<file path="src/rtl/div_if.sv">
// rtl/div_if.sv - operand/result handshake bundle for the div block
// Ports (slave = divider side):
//   a_in, b_in, valid_f_in -> ready_f_in        upstream operand handshake
//   quotient, remainder, valid_f_out <- ready_f_out  downstream result handshake
//   div_zero                                     only with DIV_ZERO_DETECT_EN
interface div_if #(
  parameter int DATA_SIZE = 16
);
  logic [DATA_SIZE-1:0] a_in;
  logic [DATA_SIZE-1:0] b_in;
  logic                 valid_f_in;
  logic                 ready_f_in;
  logic                 valid_f_out;
  logic                 ready_f_out;
  logic [DATA_SIZE-1:0] quotient;
  logic [DATA_SIZE-1:0] remainder;
`ifdef DIV_ZERO_DETECT_EN
  logic                 div_zero;
`endif

  modport slave (
    input  a_in, b_in, valid_f_in, ready_f_out,
    output ready_f_in, valid_f_out, quotient, remainder
`ifdef DIV_ZERO_DETECT_EN
    , output div_zero
`endif
  );

  modport master (
    output a_in, b_in, valid_f_in, ready_f_out,
    input  ready_f_in, valid_f_out, quotient, remainder
`ifdef DIV_ZERO_DETECT_EN
    , input div_zero
`endif
  );
endinterface

</file>
<file path="src/rtl/div.sv">
// rtl/div.sv - sequential restoring shift-subtract unsigned divider, one quotient bit per cycle
// Ports:
//   clk    rising-edge clock
//   rst_n  asynchronous active-low reset
//   bus    div_if.slave: operands in (a_in/b_in/valid_f_in/ready_f_in),
//          results out (quotient/remainder/valid_f_out/ready_f_out[/div_zero])
// Optional macro DIV_ZERO_DETECT_EN: zero divisor finishes in one cycle and flags div_zero.
module div #(
  parameter int DATA_SIZE = 16
) (
  input  logic clk,
  input  logic rst_n,
  div_if.slave bus
);

  localparam int CW = $clog2(DATA_SIZE + 1);

  typedef enum logic [1:0] {
    IDLE = 2'd0,
    BUSY = 2'd1,
    DONE = 2'd2
  } state_e;

  state_e               state_q, state_d;
  logic [CW-1:0]        cnt_q, cnt_d;
  logic [DATA_SIZE-1:0] rem_q, rem_d;
  logic [DATA_SIZE-1:0] quo_q, quo_d;
  logic [DATA_SIZE-1:0] dvs_q, dvs_d;
  logic [DATA_SIZE:0]   rem_shift;
  logic [DATA_SIZE:0]   trial;
`ifdef DIV_ZERO_DETECT_EN
  logic                 dz_q, dz_d;
`endif

  always_ff @(posedge clk or negedge rst_n) begin
    if (!rst_n) begin
      state_q <= IDLE;
      cnt_q   <= '0;
      rem_q   <= '0;
      quo_q   <= '0;
      dvs_q   <= '0;
`ifdef DIV_ZERO_DETECT_EN
      dz_q    <= 1'b0;
`endif
    end else begin
      state_q <= state_d;
      cnt_q   <= cnt_d;
      rem_q   <= rem_d;
      quo_q   <= quo_d;
      dvs_q   <= dvs_d;
`ifdef DIV_ZERO_DETECT_EN
      dz_q    <= dz_d;
`endif
    end
  end

  always_comb begin
    state_d = state_q;
    cnt_d   = cnt_q;
    rem_d   = rem_q;
    quo_d   = quo_q;
    dvs_d   = dvs_q;
`ifdef DIV_ZERO_DETECT_EN
    dz_d    = dz_q;
`endif
    // The quotient register doubles as the dividend shifter: its MSB feeds
    // the partial remainder while the new quotient bit enters at the LSB.
    // The extra top bit of the trial difference is its sign.
    rem_shift = {rem_q, quo_q[DATA_SIZE-1]};
    trial     = rem_shift - {1'b0, dvs_q};

    case (state_q)
      IDLE: begin
        if (bus.valid_f_in) begin
          dvs_d   = bus.b_in;
          quo_d   = bus.a_in;
          rem_d   = '0;
          cnt_d   = CW'(DATA_SIZE);
          state_d = BUSY;
`ifdef DIV_ZERO_DETECT_EN
          dz_d    = 1'b0;
          if (bus.b_in == '0) begin
            quo_d   = '1;
            rem_d   = bus.a_in;
            cnt_d   = '0;
            dz_d    = 1'b1;
            state_d = DONE;
          end
`endif
        end
      end
      BUSY: begin
        if (!trial[DATA_SIZE]) begin
          rem_d = trial[DATA_SIZE-1:0];
          quo_d = {quo_q[DATA_SIZE-2:0], 1'b1};
        end else begin
          rem_d = rem_shift[DATA_SIZE-1:0];
          quo_d = {quo_q[DATA_SIZE-2:0], 1'b0};
        end
        cnt_d = cnt_q - CW'(1);
        if (cnt_q == CW'(1)) begin
          state_d = DONE;
        end
      end
      DONE: begin
        if (bus.ready_f_out) begin
          state_d = IDLE;
        end
      end
      default: begin
        state_d = IDLE;
      end
    endcase
  end

  assign bus.ready_f_in  = (state_q == IDLE);
  assign bus.valid_f_out = (state_q == DONE);
  assign bus.quotient    = quo_q;
  assign bus.remainder   = rem_q;
`ifdef DIV_ZERO_DETECT_EN
  assign bus.div_zero    = dz_q;
`endif

endmodule
</file>
<file path="src/flat_wrapper.sv">
// flat-port wrapper written by rule: the top's interface ports become plain ports
module div_flat 
#(
  parameter int DATA_SIZE = 16
)
  (clk, rst_n, bus_a_in, bus_b_in, bus_valid_f_in, bus_ready_f_out, bus_ready_f_in, bus_valid_f_out, bus_quotient, bus_remainder);
  div_if #(.DATA_SIZE(DATA_SIZE)) bus_i ();
  input  logic clk;
  input  logic rst_n;
  input wire logic [$bits(bus_i.a_in)-1:0] bus_a_in;
  input wire logic [$bits(bus_i.b_in)-1:0] bus_b_in;
  input wire logic [$bits(bus_i.valid_f_in)-1:0] bus_valid_f_in;
  input wire logic [$bits(bus_i.ready_f_out)-1:0] bus_ready_f_out;
  output wire logic [$bits(bus_i.ready_f_in)-1:0] bus_ready_f_in;
  output wire logic [$bits(bus_i.valid_f_out)-1:0] bus_valid_f_out;
  output wire logic [$bits(bus_i.quotient)-1:0] bus_quotient;
  output wire logic [$bits(bus_i.remainder)-1:0] bus_remainder;
  assign bus_i.a_in = bus_a_in;
  assign bus_i.b_in = bus_b_in;
  assign bus_i.valid_f_in = bus_valid_f_in;
  assign bus_i.ready_f_out = bus_ready_f_out;
  assign bus_ready_f_in = bus_i.ready_f_in;
  assign bus_valid_f_out = bus_i.valid_f_out;
  assign bus_quotient = bus_i.quotient;
  assign bus_remainder = bus_i.remainder;
  div #(.DATA_SIZE(DATA_SIZE)) u_core (.clk(clk), .rst_n(rst_n), .bus(bus_i));
endmodule
</file>
<file path="config.mk">
export PLATFORM = sky130hd
export DESIGN_NAME = div_flat
export DESIGN_NICKNAME = d
export VERILOG_FILES = /design/src/rtl/div_if.sv /design/src/rtl/div.sv /design/src/flat_wrapper.sv
export SDC_FILE = /design/constraint.sdc
export NUM_CORES = 1
export LEC_CHECK = 0
export ABC_CLOCK_PERIOD_IN_PS = 2300
export CAP_MARGIN = 15
export CORE_UTILIZATION = 50
export DETAILED_ROUTE_END_ITERATION = 12
export DONT_BUFFER_PORTS = 1
export PLACE_DENSITY = 0.76
export SYNTH_ARGS = -nofsm -noshare
export SYNTH_HDL_FRONTEND = slang
export SYNTH_SLANG_ARGS = --single-unit
</file>
<file path="constraint.sdc">
create_clock -name clk -period 2.3 [get_ports clk]
set_input_delay 0.23 -clock clk [delete_from_list [all_inputs] [get_ports clk]]
set_output_delay 0.23 -clock clk [all_outputs]
set_load 0.02 [all_outputs]
</file>
# Yosys cells after proc, flatten, opt, wreduce, memory -nomap -nowiden
# Cells that the tools add are included.
dict set report classes {
  add_sub_neg 2
  mul 0
  div_mod_pow 0
  order_cmp 0
  n_eq_ne 6
  shift 0
  n_mux 12
  bitwise 0
  reduce_logical 5
}
# op n
set ops {}
lappend ops {{one-hot mux 16 bit (2 select lines)} 2}
lappend ops {{two-way mux 16 bit} 3}
lappend ops {{subtractor 17 x 16 -> 17 bit} 1}
lappend ops {{one-hot mux 5 bit (2 select lines)} 1}
lappend ops {{two-way mux 2 bit} 3}
lappend ops {{one-hot mux 2 bit (3 select lines)} 1}
lappend ops {{== test 5 x 1 -> 1 bit (second input constant)} 1}
lappend ops {{two-way mux 5 bit} 1}
lappend ops {{subtractor 5 x 1 -> 5 bit (second input constant)} 1}
lappend ops {{inequality test 2 bit (second input constant)} 2}
lappend ops {{AND reduction 2 bit} 2}
lappend ops {{AND reduction 3 bit} 1}
lappend ops {{== test 2 x 1 -> 1 bit (second input constant)} 1}
lappend ops {{== test 2 bit (second input constant)} 1}
lappend ops {{zero test 2 bit} 1}
lappend ops {{inequality test 2 x 1 -> 1 bit (second input constant)} 1}
lappend ops {{nonzero test 2 bit} 1}
lappend ops {{two-way mux 1 bit} 1}
dict set report totals {
  register_bits 55
  latchBits 0
  ramBits 0
  mem_bits_ro 0
  memories 0
}

# Depth between registers and ports, before layout
# Gate-level depths: netlist of run 1.
dict set report logic_depth {
  word_depth 3
  ltp_mapped 11
}

# Worst setup path before layout of run 1
# No wires, ideal clock.
dict set report synth_timing {
  kind {register to register}
  startpoint {register u_core.quo_q[15], in the netlist u_core.bus.quotient[15]}
  endpoint {register u_core.rem_q[7], in the netlist u_core.bus.remainder[7]}
  arrival_time_ns 2.449
  required_ns 2.174
  path_slack_ns -0.275
  stages_incl_launch_ff 12
  path_buffers 1
  period_less_slack_ns 2.575
  path_cell_list {dfrtp_1 inv_1 ha_1 inv_1 fa_1 a211oi_2 o211ai_2 a211o_1 o211ai_2 buf_6 nor4b_2 a311o_1}
}
dict set report synth_via {
  elab_chain_len 3
}
# element line
set synth_lines {}
lappend synth_lines {{start, declared} div.sv:27} ;# logic [DATA_SIZE-1:0] quo_q, quo_d;
lappend synth_lines {{start signal, assigned} div.sv:49} ;# quo_q <= quo_d;
lappend synth_lines {{subtractor 17 x 16 -> 17 bit} div.sv:70} ;# trial = rem_shift - {1'b0, dvs_q};
lappend synth_lines {{two-way mux 16 bit} div.sv:93} ;# if (!trial[DATA_SIZE]) begin
lappend synth_lines {{one-hot mux 16 bit (2 select lines)} div.sv:72} ;# case (state_q)
lappend synth_lines {{end signal, assigned} div.sv:48} ;# rem_q <= rem_d;
lappend synth_lines {{end, declared} div.sv:26} ;# logic [DATA_SIZE-1:0] rem_q, rem_d;
# No other way between the ends.
# A chain may end at the register's enable or synchronous reset.

# Worst setup path after layout of run 1
dict set report layout_timing {
  startpoint {register u_core.quo_q[15], in the netlist u_core.bus.quotient[15]}
  endpoint {register u_core.rem_q[11], in the netlist u_core.bus.remainder[11]}
}
# Same word-level chain as after synthesis.

==> results of run 1 <==
[worst paths after layout]
path / start / end / cells after the start
setup reg to reg: u_core.bus.quotient[15]$_DFFE_PN0P_ / u_core.bus.remainder[11]$_DFFE_PN0P_ / 11
hold / removal: bus_b_in[12] / u_core.dvs_q[12]$_DFFE_PN0P_ / 2
setup / recovery: u_core.bus.quotient[15]$_DFFE_PN0P_ / u_core.bus.remainder[11]$_DFFE_PN0P_ / 11
min in group asynchronous: rst_n / u_core.bus.remainder[10]$_DFFE_PN0P_ / 2
max in group asynchronous: rst_n / u_core.bus.quotient[15]$_DFFE_PN0P_ / 2
hold reg to reg: u_core.cnt_q[4]$_DFFE_PN0P_ / u_core.cnt_q[4]$_DFFE_PN0P_ / 1
[sequential cells by signal (all words and copies together) (netlist names)]
signal                cells
u_core.cnt_q              5
u_core.bus.remainder     16
u_core.state_q            2
u_core.bus.quotient      16
u_core.dvs_q             16
[final cells by class]
type | instances | area [sq um]
Tap cell | 77 | 96.3
Inverter | 23 | 86.3
Clock buffer | 5 | 68.8
Timing Repair Buffer | 54 | 455
Multi-Input combinational cell | 277 | 1840
Clock inverter | 3 | 27.5
Sequential cell | 55 | 1380
Fill cell | 539 | 2470
[through the flow]
stage	cell area (sq um)	setup slack, ns	util	cells	hold WS (ns)
3_5_place_dp	3680	-0.247	0.573	474	-0.0644
4_1_cts	3900	-0.219	0.607	490	0.0214
6_report	3950	-0.230	0.615	494	0.0186
5_1_grt	3950	-0.342	0.615	494	0.0256
2_1_floorplan	3390	-0.135	-	380	-0.0656
3_3_place_gp	3680	-0.194	0.573	474	-0.0642
[metal layers]
layer,share of wire,up-vias
li1,-,1424
met1,0.43,1404
met2,0.50,90
met3,0.058,13
met4,0.016,0
met5,0,-
[critical path, cell delays in order, from the launching register on]
cell and delay, ns:
sky130_fd_sc_hd__dfrtp_2 0.42, sky130_fd_sc_hd__inv_2 0.07, sky130_fd_sc_hd__ha_4 0.13, sky130_fd_sc_hd__inv_2 0.03
sky130_fd_sc_hd__fa_2 0.36, sky130_fd_sc_hd__a211oi_4 0.23, sky130_fd_sc_hd__o211ai_2 0.16, sky130_fd_sc_hd__a211o_1 0.32
sky130_fd_sc_hd__o211ai_4 0.14, sky130_fd_sc_hd__buf_6 0.17, sky130_fd_sc_hd__nor4b_2 0.04, sky130_fd_sc_hd__a311o_1 0.34
[placed cells by master, fill, tap and decap left out, types with 3 or more instances in the layout]
cell	instances
sky130_fd_sc_hd__a211oi_1	4
sky130_fd_sc_hd__a21o_1	6
sky130_fd_sc_hd__a21oi_1	17
sky130_fd_sc_hd__a22oi_1	15
sky130_fd_sc_hd__a311o_1	4
sky130_fd_sc_hd__a31oi_1	3
sky130_fd_sc_hd__and3_1	5
sky130_fd_sc_hd__buf_4	47
sky130_fd_sc_hd__buf_6	4
sky130_fd_sc_hd__clkbuf_8	5
sky130_fd_sc_hd__dfrtp_1	54
sky130_fd_sc_hd__ha_1	17
sky130_fd_sc_hd__inv_1	21
sky130_fd_sc_hd__mux2i_1	11
sky130_fd_sc_hd__nand2_1	60
sky130_fd_sc_hd__nand3_1	21
sky130_fd_sc_hd__nand4_1	3
sky130_fd_sc_hd__nor2_1	10
sky130_fd_sc_hd__nor3_1	7
sky130_fd_sc_hd__o211ai_1	5
sky130_fd_sc_hd__o21ai_0	29
sky130_fd_sc_hd__o21ai_1	11
sky130_fd_sc_hd__xnor2_1	6
sky130_fd_sc_hd__xor2_1	3
[logic make-up after synthesis]
kind of cell | Yosys count | share of synthesized area
AOI/OAI and AO/OA | 110 | 0.215
xor gates and xnor gates | 9 | 0.0234
adders and majority gates | 19 | 0.0728
buffers and inverters | 48 | 0.0628
DFF | 55 | 0.409
muxes | 11 | 0.0327
and+or+nand+nor | 128 | 0.185
[repair_timing]
item / CTS / global route
endpoints found under the setup margin: 17 / 17
hold buffers: 2 / 0
setup buffers: 6 / 4
gates cloned: 0 / 0
gates resized for setup: 6 / 2
pin swaps: 11 / 9
hold endpoints to repair: 55 / 0
==> impl_metrics.toml, run 1 <==
[yosys]
synth.yosys.seq_area_share = 0.409
yosys_synthesis_warning_count = 0
synth.distinct_cells = 55
syn-instance-count = 380
top_cells_by_count_synth = "60 x sky130_fd_sc_hd__nand2_1, 55 x sky130_fd_sc_hd__dfrtp_1, 38 x sky130_fd_sc_hd__o21ai_0"
synth_nets = 435
post_synth.cell_area_avg_sq_um = 8.86
yosys_most_used_dff = "sky130_fd_sc_hd__dfrtp_1"
synth-edff-count = 0
yosysTopAreaCellShare = 0.409
number_of_synthesized_register_bits = 55
mappedNetlistArea_sq_mm = 0.00337
yosys-top-cells-area = "sky130_fd_sc_hd__dfrtp_1 41%, sky130_fd_sc_hd__ha_1 6.7%, sky130_fd_sc_hd__nand2_1 6.7%"
most_used_standard_cell_by_instance_count_after_synthesis = "sky130_fd_sc_hd__nand2_1"
postSynth.asyncResetShare = 1.00
synthDominantAreaCellType = "sky130_fd_sc_hd__dfrtp_1"

[final_layout]
area_growth_pct = 17.2
final_net_count = 471
fraction_of_final_layout_cells_sized_beyond_drive_strength_1 = 0.185
n_antenna_cell = 0

[placement]
gp_congestion = 0.881
count_of_buffers_from_port_buffering = 0
post-dp-hpwl_microns = 5840

[route]
num_vias = 2931
length_of_the_first_detailed_routing_pass_in_iterations = 8
drt_drc_violations_left = 6
final_antenna_net_count = 0
vias_per_cell = 5.93
drt_iter0_drc = 182
wl_per_cell_microns = 16.8
route.final.wire_length_microns = 8290

[sta]
worst_clock_skew_ns = 0.0184
post-route-min-period_ns = 2.53
timing.fmax_mhz = 395
grt_setup_unrepaired = "yes"
setup-tns-final_ns = -2.79
postLayoutSetupSlackWorst_ns = -0.230
hold_viol = 0
worst_pin_slew_ns = 1.10
layout_worst_path_cycle_share = 1.10
worst_slew_margin_rel = 0.263
setup_viol_count_final = 16
slew_violations = 0

[job]
cap_viol_max_count = 0

[clock_network]
cts.clk_slew.worst_paths_ns = 0.11
clock_tree.htree_level_count = 2
buffer_depth_of_the_longest_clock_path = 2
ctsRootBufferMaster = "sky130_fd_sc_hd__clkbuf_8"
total_cts_buffers = 5
clkSinkCount = 55
clock_latency_ns = 0.32
tritoncts = "yes"

[floorplanning]
die_h_microns = 84.1
die_width_microns = 84.1
floorplan.rows = 29
number_of_top_level_pins = 70
floorplan_core_area_sq_mm = 0.00642
design.die.area_sq_mm = 0.00707
starting_density = 0.524

[setup_path]
cp.required_ns = 2.51
criticalPathCategory = "register to register"
timing.reg2reg.setup_slack_ns = -0.23
setup.worst_path.start_class = "register"
critPathArrivalTime_ns = 2.74
worst_path_fanout_max = 7
endpoint_class_of_the_critical_path = "register"

[global_route]
via_count_of_the_first_global_routing_pass = 2863
globalRouteMet1Util = 0.323
first_pass_grt_wire_length_microns = 13800
all_layer_global_routing_usage = 0.244
globalRouteMet3Util = 0.0406
groute.layer.met2.usage = 0.410
gr-max-usage-layer = "met2"
grt_remaining_overflow = 0
grt_start_max_net_pins = 56
antenna_violations_before_repair = 0

[outcome]
result_of_the_run = "finished, violations left"
violations = "design-rule violations, negative setup slack"

[min_path]
worst_hold_path_type = "input pin to register"
Power of run 1 is not shown: default switching activity piles up to over one toggle a cycle in this logic, so the estimate is an artifact.
==> run 2: changes to the inputs <==
Settings changed: CORE_MARGIN set to 2.
==> impl_metrics.toml, run 2 (synthesis gave the netlist of run 1 again) <==
[setup_path]
critPathArrivalTime_ns = 2.79
reg2regPathDepth = 10
endpoint_class_of_the_critical_path = "register"
worst_path_fanout_max = 7
crit_chain = "inv_2 -> ha_4 -> inv_2 -> fa_2 -> a211oi_4 -> o211ai_2 -> a211oi_2 -> o211ai_4 -> and3_1 -> a311o_1"
setup.worst_path.start_class = "register"
cp.required_ns = 2.51
critical-path-max-stage-delay_ns = 0.42
critPathMostFrequentCell = "sky130_fd_sc_hd__inv_2"
criticalPathCategory = "register to register"
timing.critical_path.slowest_stage_cell = "sky130_fd_sc_hd__dfrtp_2"
timing.reg2reg.setup_slack_ns = -0.28

[sta]
postLayoutSetupSlackWorst_ns = -0.276
hold_viol = 0
timing.fmax_mhz = 388
final_worst_hold_slack_ns = 0.00896
setup_viol_count_final = 17
grt_setup_unrepaired = "yes"
slew_violations = 0
worst_slew_margin_rel = 0.287
post-route-min-period_ns = 2.58
layout_worst_path_cycle_share = 1.12
worst_pin_slew_ns = 1.07
worst_clock_skew_ns = 0.0142

[final_layout]
mostFrequentLayoutCell = "sky130_fd_sc_hd__nand2_1"
finish.instance_area_sq_mm = 0.00396
final_net_count = 473
n_antenna_cell = 0
final_core_utilization = 0.617
mostFrequentLayoutCells = "60 x sky130_fd_sc_hd__nand2_1, 54 x sky130_fd_sc_hd__dfrtp_1, 51 x sky130_fd_sc_hd__buf_4"
area_growth_pct = 17.7
final-instance-count-excl-fill = 496
fraction_of_final_layout_cells_sized_beyond_drive_strength_1 = 0.191

[floorplanning]
floorplan.rows = 29
floorplan_core_area_sq_mm = 0.00642
number_of_top_level_pins = 70
design.die.area_sq_mm = 0.00741
die_width_microns = 86.1
starting_density = 0.524
die_h_microns = 86.1

[placement]
count_of_buffers_from_port_buffering = 0
post-dp-hpwl_microns = 6060
placedInstanceArea_sq_mm = 0.00373
gp_congestion = 0.933
place_inst = 480

[route]
length_of_the_first_detailed_routing_pass_in_iterations = 5
num_vias = 2966
wl_per_cell_microns = 16.8
drt_iter0_drc = 227
vias_per_cell = 5.98
final_antenna_net_count = 0
drt_drc_violations_left = 0
route.final.wire_length_microns = 8330

[global_route]
all_layer_global_routing_usage = 0.238
first_pass_grt_wire_length_microns = 14200
grt_start_max_net_pins = 56
via_count_of_the_first_global_routing_pass = 2982
antenna_violations_before_repair = 0
grt_remaining_overflow = 0

[clock_network]
clock_tree.htree_level_count = 2
tritoncts = "yes"
ctsRootBufferMaster = "sky130_fd_sc_hd__clkbuf_8"
clock_latency_ns = 0.33
cts.clk_slew.worst_paths_ns = 0.11
total_cts_buffers = 5
clkSinkCount = 55
buffer_depth_of_the_longest_clock_path = 2

[job]
cap_viol_max_count = 0

[min_path]
worst_hold_path_type = "input pin to register"
hold_path_depth = 2

[outcome]
result_of_the_run = "finished, violations left"
violations = "negative setup slack"
## run 2: cell count changes in the layout (fill, tap and decap cells not counted)
cell / previous run / this run
sky130_fd_sc_hd__nand3_2: 1 / 2
sky130_fd_sc_hd__inv_6: 0 / 1
sky130_fd_sc_hd__clkinvlp_4: 1 / 0
sky130_fd_sc_hd__buf_6: 4 / 3
sky130_fd_sc_hd__buf_4: 47 / 51
sky130_fd_sc_hd__nor4b_4: 1 / 2
sky130_fd_sc_hd__inv_8: 1 / 2
sky130_fd_sc_hd__nand3_1: 21 / 20
sky130_fd_sc_hd__clkinv_4: 1 / 0
sky130_fd_sc_hd__buf_12: 1 / 0
sky130_fd_sc_hd__nor4b_2: 1 / 0
## run 2: final timing paths
kind,from,endpoint
setup / recovery,u_core.bus.quotient[15]$_DFFE_PN0P_,u_core.bus.remainder[0]$_DFFE_PN0P_
hold / removal,bus_b_in[0],u_core.dvs_q[0]$_DFFE_PN0P_
setup reg to reg,u_core.bus.quotient[15]$_DFFE_PN0P_,u_core.bus.remainder[0]$_DFFE_PN0P_
hold reg to reg,u_core.cnt_q[4]$_DFFE_PN0P_,u_core.cnt_q[4]$_DFFE_PN0P_
max in group asynchronous,rst_n,u_core.bus.quotient[15]$_DFFE_PN0P_
min in group asynchronous,rst_n,u_core.dvs_q[10]$_DFFE_PN0P_
## run 2: worst max-delay path, delay by kind of cell (launching register included)
kind | cells | cell delay, ns
AND/OR/NAND/NOR | 1 | 0.22
AO/OA/AOI/OAI | 5 | 1.20
buffers and inverters | 2 | 0.12
flip-flops | 1 | 0.42
adder cells (fa/ha/maj) | 2 | 0.51
## run 2: final cells by class
class                      instances  area (sq um)
inverter                          23          86.3
timing repair buffer              56           454
fill                             533          2460
clock inverter                     3          31.3
clock buffer                       5          68.8
sequential                        55          1380
tap                               77          96.3
multi-input combinational        277          1850
## run 2: stage by stage
step,setup TNS [ns],setup slack [ns]
after global routing,-5.68,-0.397
after detailed placement,-3.90,-0.297
after CTS,-3.05,-0.253
final,-3.42,-0.276
after global placement,-2.78,-0.230
after floorplan,-1.39,-0.135
## run 2: layer usage
metal	part of all wire	up-vias	wire length, microns	GRT usage
li1	-	1429	-	-
met1	0.45	1432	3760	0.320
met2	0.48	97	4030	0.388
met5	0	-	0	0
met3	0.054	8	449	0.0529
met4	0.010	0	85	0.0635
## run 2: timing repair
action	4_1_cts	5_1_grt
resized for setup	5	4
hold buffers	2	0
pin swaps	8	10
endpoints found under the hold margin	55	0
setup buffers	3	3
setup endpoints to repair	17	17
Power of run 2 is left out for the same reason.
==> run 3: changes to the inputs <==
Settings changed: SLEW_MARGIN set to 25.
==> impl_metrics.toml, run 3 (synthesis gave the netlist of run 1 again) <==
[setup_path]
family_with_the_most_delay_on_the_worst_path = "compound AO/OA/AOI/OAI gates"
setup.worst_path.start_class = "register"
criticalPathCategory = "register to register"
timing.critical_path.slowest_stage_cell = "sky130_fd_sc_hd__dfrtp_2"
worst_path_fanout_max = 7
worst_r2r_endpoint = "u_core.bus.remainder[0]$_DFFE_PN0P_"
critical-path-max-stage-delay_ns = 0.42
regToRegStartpoint = "u_core.bus.quotient[15]$_DFFE_PN0P_"
timing.critical_path.buf_inv = 2
critPathMostFrequentCell = "sky130_fd_sc_hd__inv_2"
logic_depth_of_the_worst_setup_path_including_buffers = 10
crit_chain = "inv_2 -> ha_4 -> inv_2 -> fa_2 -> a211oi_4 -> o211ai_2 -> a211oi_2 -> o211ai_4 -> and3_1 -> a311o_1"
cp.required_ns = 2.51
endpoint_class_of_the_critical_path = "register"
critPathArrivalTime_ns = 2.79
timing.reg2reg.setup_slack_ns = -0.28
reg2regPathDepth = 10

[min_path]
worstHoldEndpoint = "u_core.dvs_q[0]$_DFFE_PN0P_"
hold_path_depth = 2
min-delay-start = "bus_b_in[0]"
worst_hold_path_type = "input pin to register"

[clock_network]
total_cts_buffers = 5
clock_latency_ns = 0.33
buffer_depth_of_the_longest_clock_path = 2
ctsRootBufferMaster = "sky130_fd_sc_hd__clkbuf_8"
tritoncts = "yes"
clock_tree.htree_level_count = 2
cts.clk_slew.worst_paths_ns = 0.11
clkSinkCount = 55

[job]
cap_viol_max_count = 0

[global_route]
grt_remaining_overflow = 0
all_layer_global_routing_usage = 0.238
via_count_of_the_first_global_routing_pass = 2982
first_pass_grt_wire_length_microns = 14200
grt_start_max_net_pins = 56
antenna_violations_before_repair = 0

[final_layout]
n_antenna_cell = 0
final_core_utilization = 0.618
multi_input_area_sq_mm = 0.00185
seqCellArea_sq_mm = 0.00138
finish.instance_area_sq_mm = 0.00397
fraction_of_final_layout_cells_sized_beyond_drive_strength_1 = 0.193
mostFrequentLayoutCell = "sky130_fd_sc_hd__nand2_1"
final_net_count = 473
mostFrequentLayoutCells = "60 x sky130_fd_sc_hd__nand2_1, 54 x sky130_fd_sc_hd__dfrtp_1, 51 x sky130_fd_sc_hd__buf_4"
layout_filler_cell_count = 532
area_growth_pct = 17.8
final-instance-count-excl-fill = 496

[outcome]
violations = "negative setup slack"
result_of_the_run = "finished, violations left"

[route]
length_of_the_first_detailed_routing_pass_in_iterations = 5
drt_iter0_drc = 227
route.final.wire_length_microns = 8330
wl_per_cell_microns = 16.8
vias_per_cell = 5.98
final_antenna_net_count = 0
drt_drc_violations_left = 0
num_vias = 2966

[floorplanning]
die_width_microns = 86.1
starting_density = 0.524
floorplan_core_area_sq_mm = 0.00642
floorplan.rows = 29
number_of_top_level_pins = 70
die_h_microns = 86.1
design.die.area_sq_mm = 0.00741

[sta]
worst_clock_skew_ns = 0.0142
timing.fmax_mhz = 388
worst_pin_slew_ns = 0.654
hold_viol = 0
post-route-min-period_ns = 2.58
postLayoutSetupSlackWorst_ns = -0.276
setup_viol_count_final = 17
layout_worst_path_cycle_share = 1.12
worst_slew_margin_rel = 0.563
grt_setup_unrepaired = "yes"
slew_violations = 0
setup-tns-final_ns = -3.42

[placement]
place_inst = 480
placedInstanceArea_sq_mm = 0.00373
count_of_buffers_from_port_buffering = 0
gp_congestion = 0.933
post-dp-hpwl_microns = 6060
==> run 3: cell counts in the layout (fill, tap and decap cells not counted) <==
Identical to the previous run, type by type.
==> run 3: worst max path at each step <==
stage	startpoint	to	slack [ns]
final	u_core.bus.quotient[15]$_DFFE_PN0P_	u_core.bus.remainder[0]$_DFFE_PN0P_	-0.28
after global routing	u_core.bus.quotient[15]$_DFFE_PN0P_	u_core.bus.remainder[7]$_DFFE_PN0P_	-0.40
after CTS	u_core.bus.quotient[15]$_DFFE_PN0P_	u_core.bus.remainder[7]$_DFFE_PN0P_	-0.25
after detailed placement	u_core.bus.quotient[15]$_DFFE_PN0P_	u_core.bus.remainder[11]$_DFFE_PN0P_	-0.30
after global placement	u_core.bus.quotient[15]$_DFFE_PN0P_	u_core.bus.remainder[11]$_DFFE_PN0P_	-0.23
after floorplan	u_core.bus.quotient[15]$_DFFE_PN0P_	u_core.bus.remainder[11]$_DFFE_PN0P_	-0.14
==> run 3: layout make-up <==
type	instances	area share
timing repair buffer	56	0.115
sequential	55	0.347
tap	77	0.0243
multi-input combinational	277	0.467
clock buffer	5	0.0174
clock inverter	3	0.00789
inverter	23	0.0218
==> run 3: per-stage QoR <==
| step | hold WS (ns) | worst slack [ns] |
|---|---|---|
| 6_report | 0.00904 | -0.276 |
| 5_1_grt | 0.00865 | -0.397 |
| 4_1_cts | 0.00461 | -0.253 |
| 3_5_place_dp | -0.0640 | -0.297 |
| 3_3_place_gp | -0.0643 | -0.230 |
| 2_1_floorplan | -0.0656 | -0.135 |
==> run 3: metal layers <==
layer	up-vias	part of all wire	global-route usage
met5	-	0	0
met4	0	0.010	0.0635
met3	8	0.054	0.0529
li1	1429	-	-
met1	1432	0.45	0.320
met2	97	0.48	0.388
==> run 3: what timing repair did <==
item                                   CTS  global route
endpoints found under the hold margin   55             0
hold buffers                             2             0
resized for setup                        5             4
pin swaps                                8            10
setup endpoints to repair               17            17
buffers inserted                         3             3
Power of run 3 is left out for the same reason.
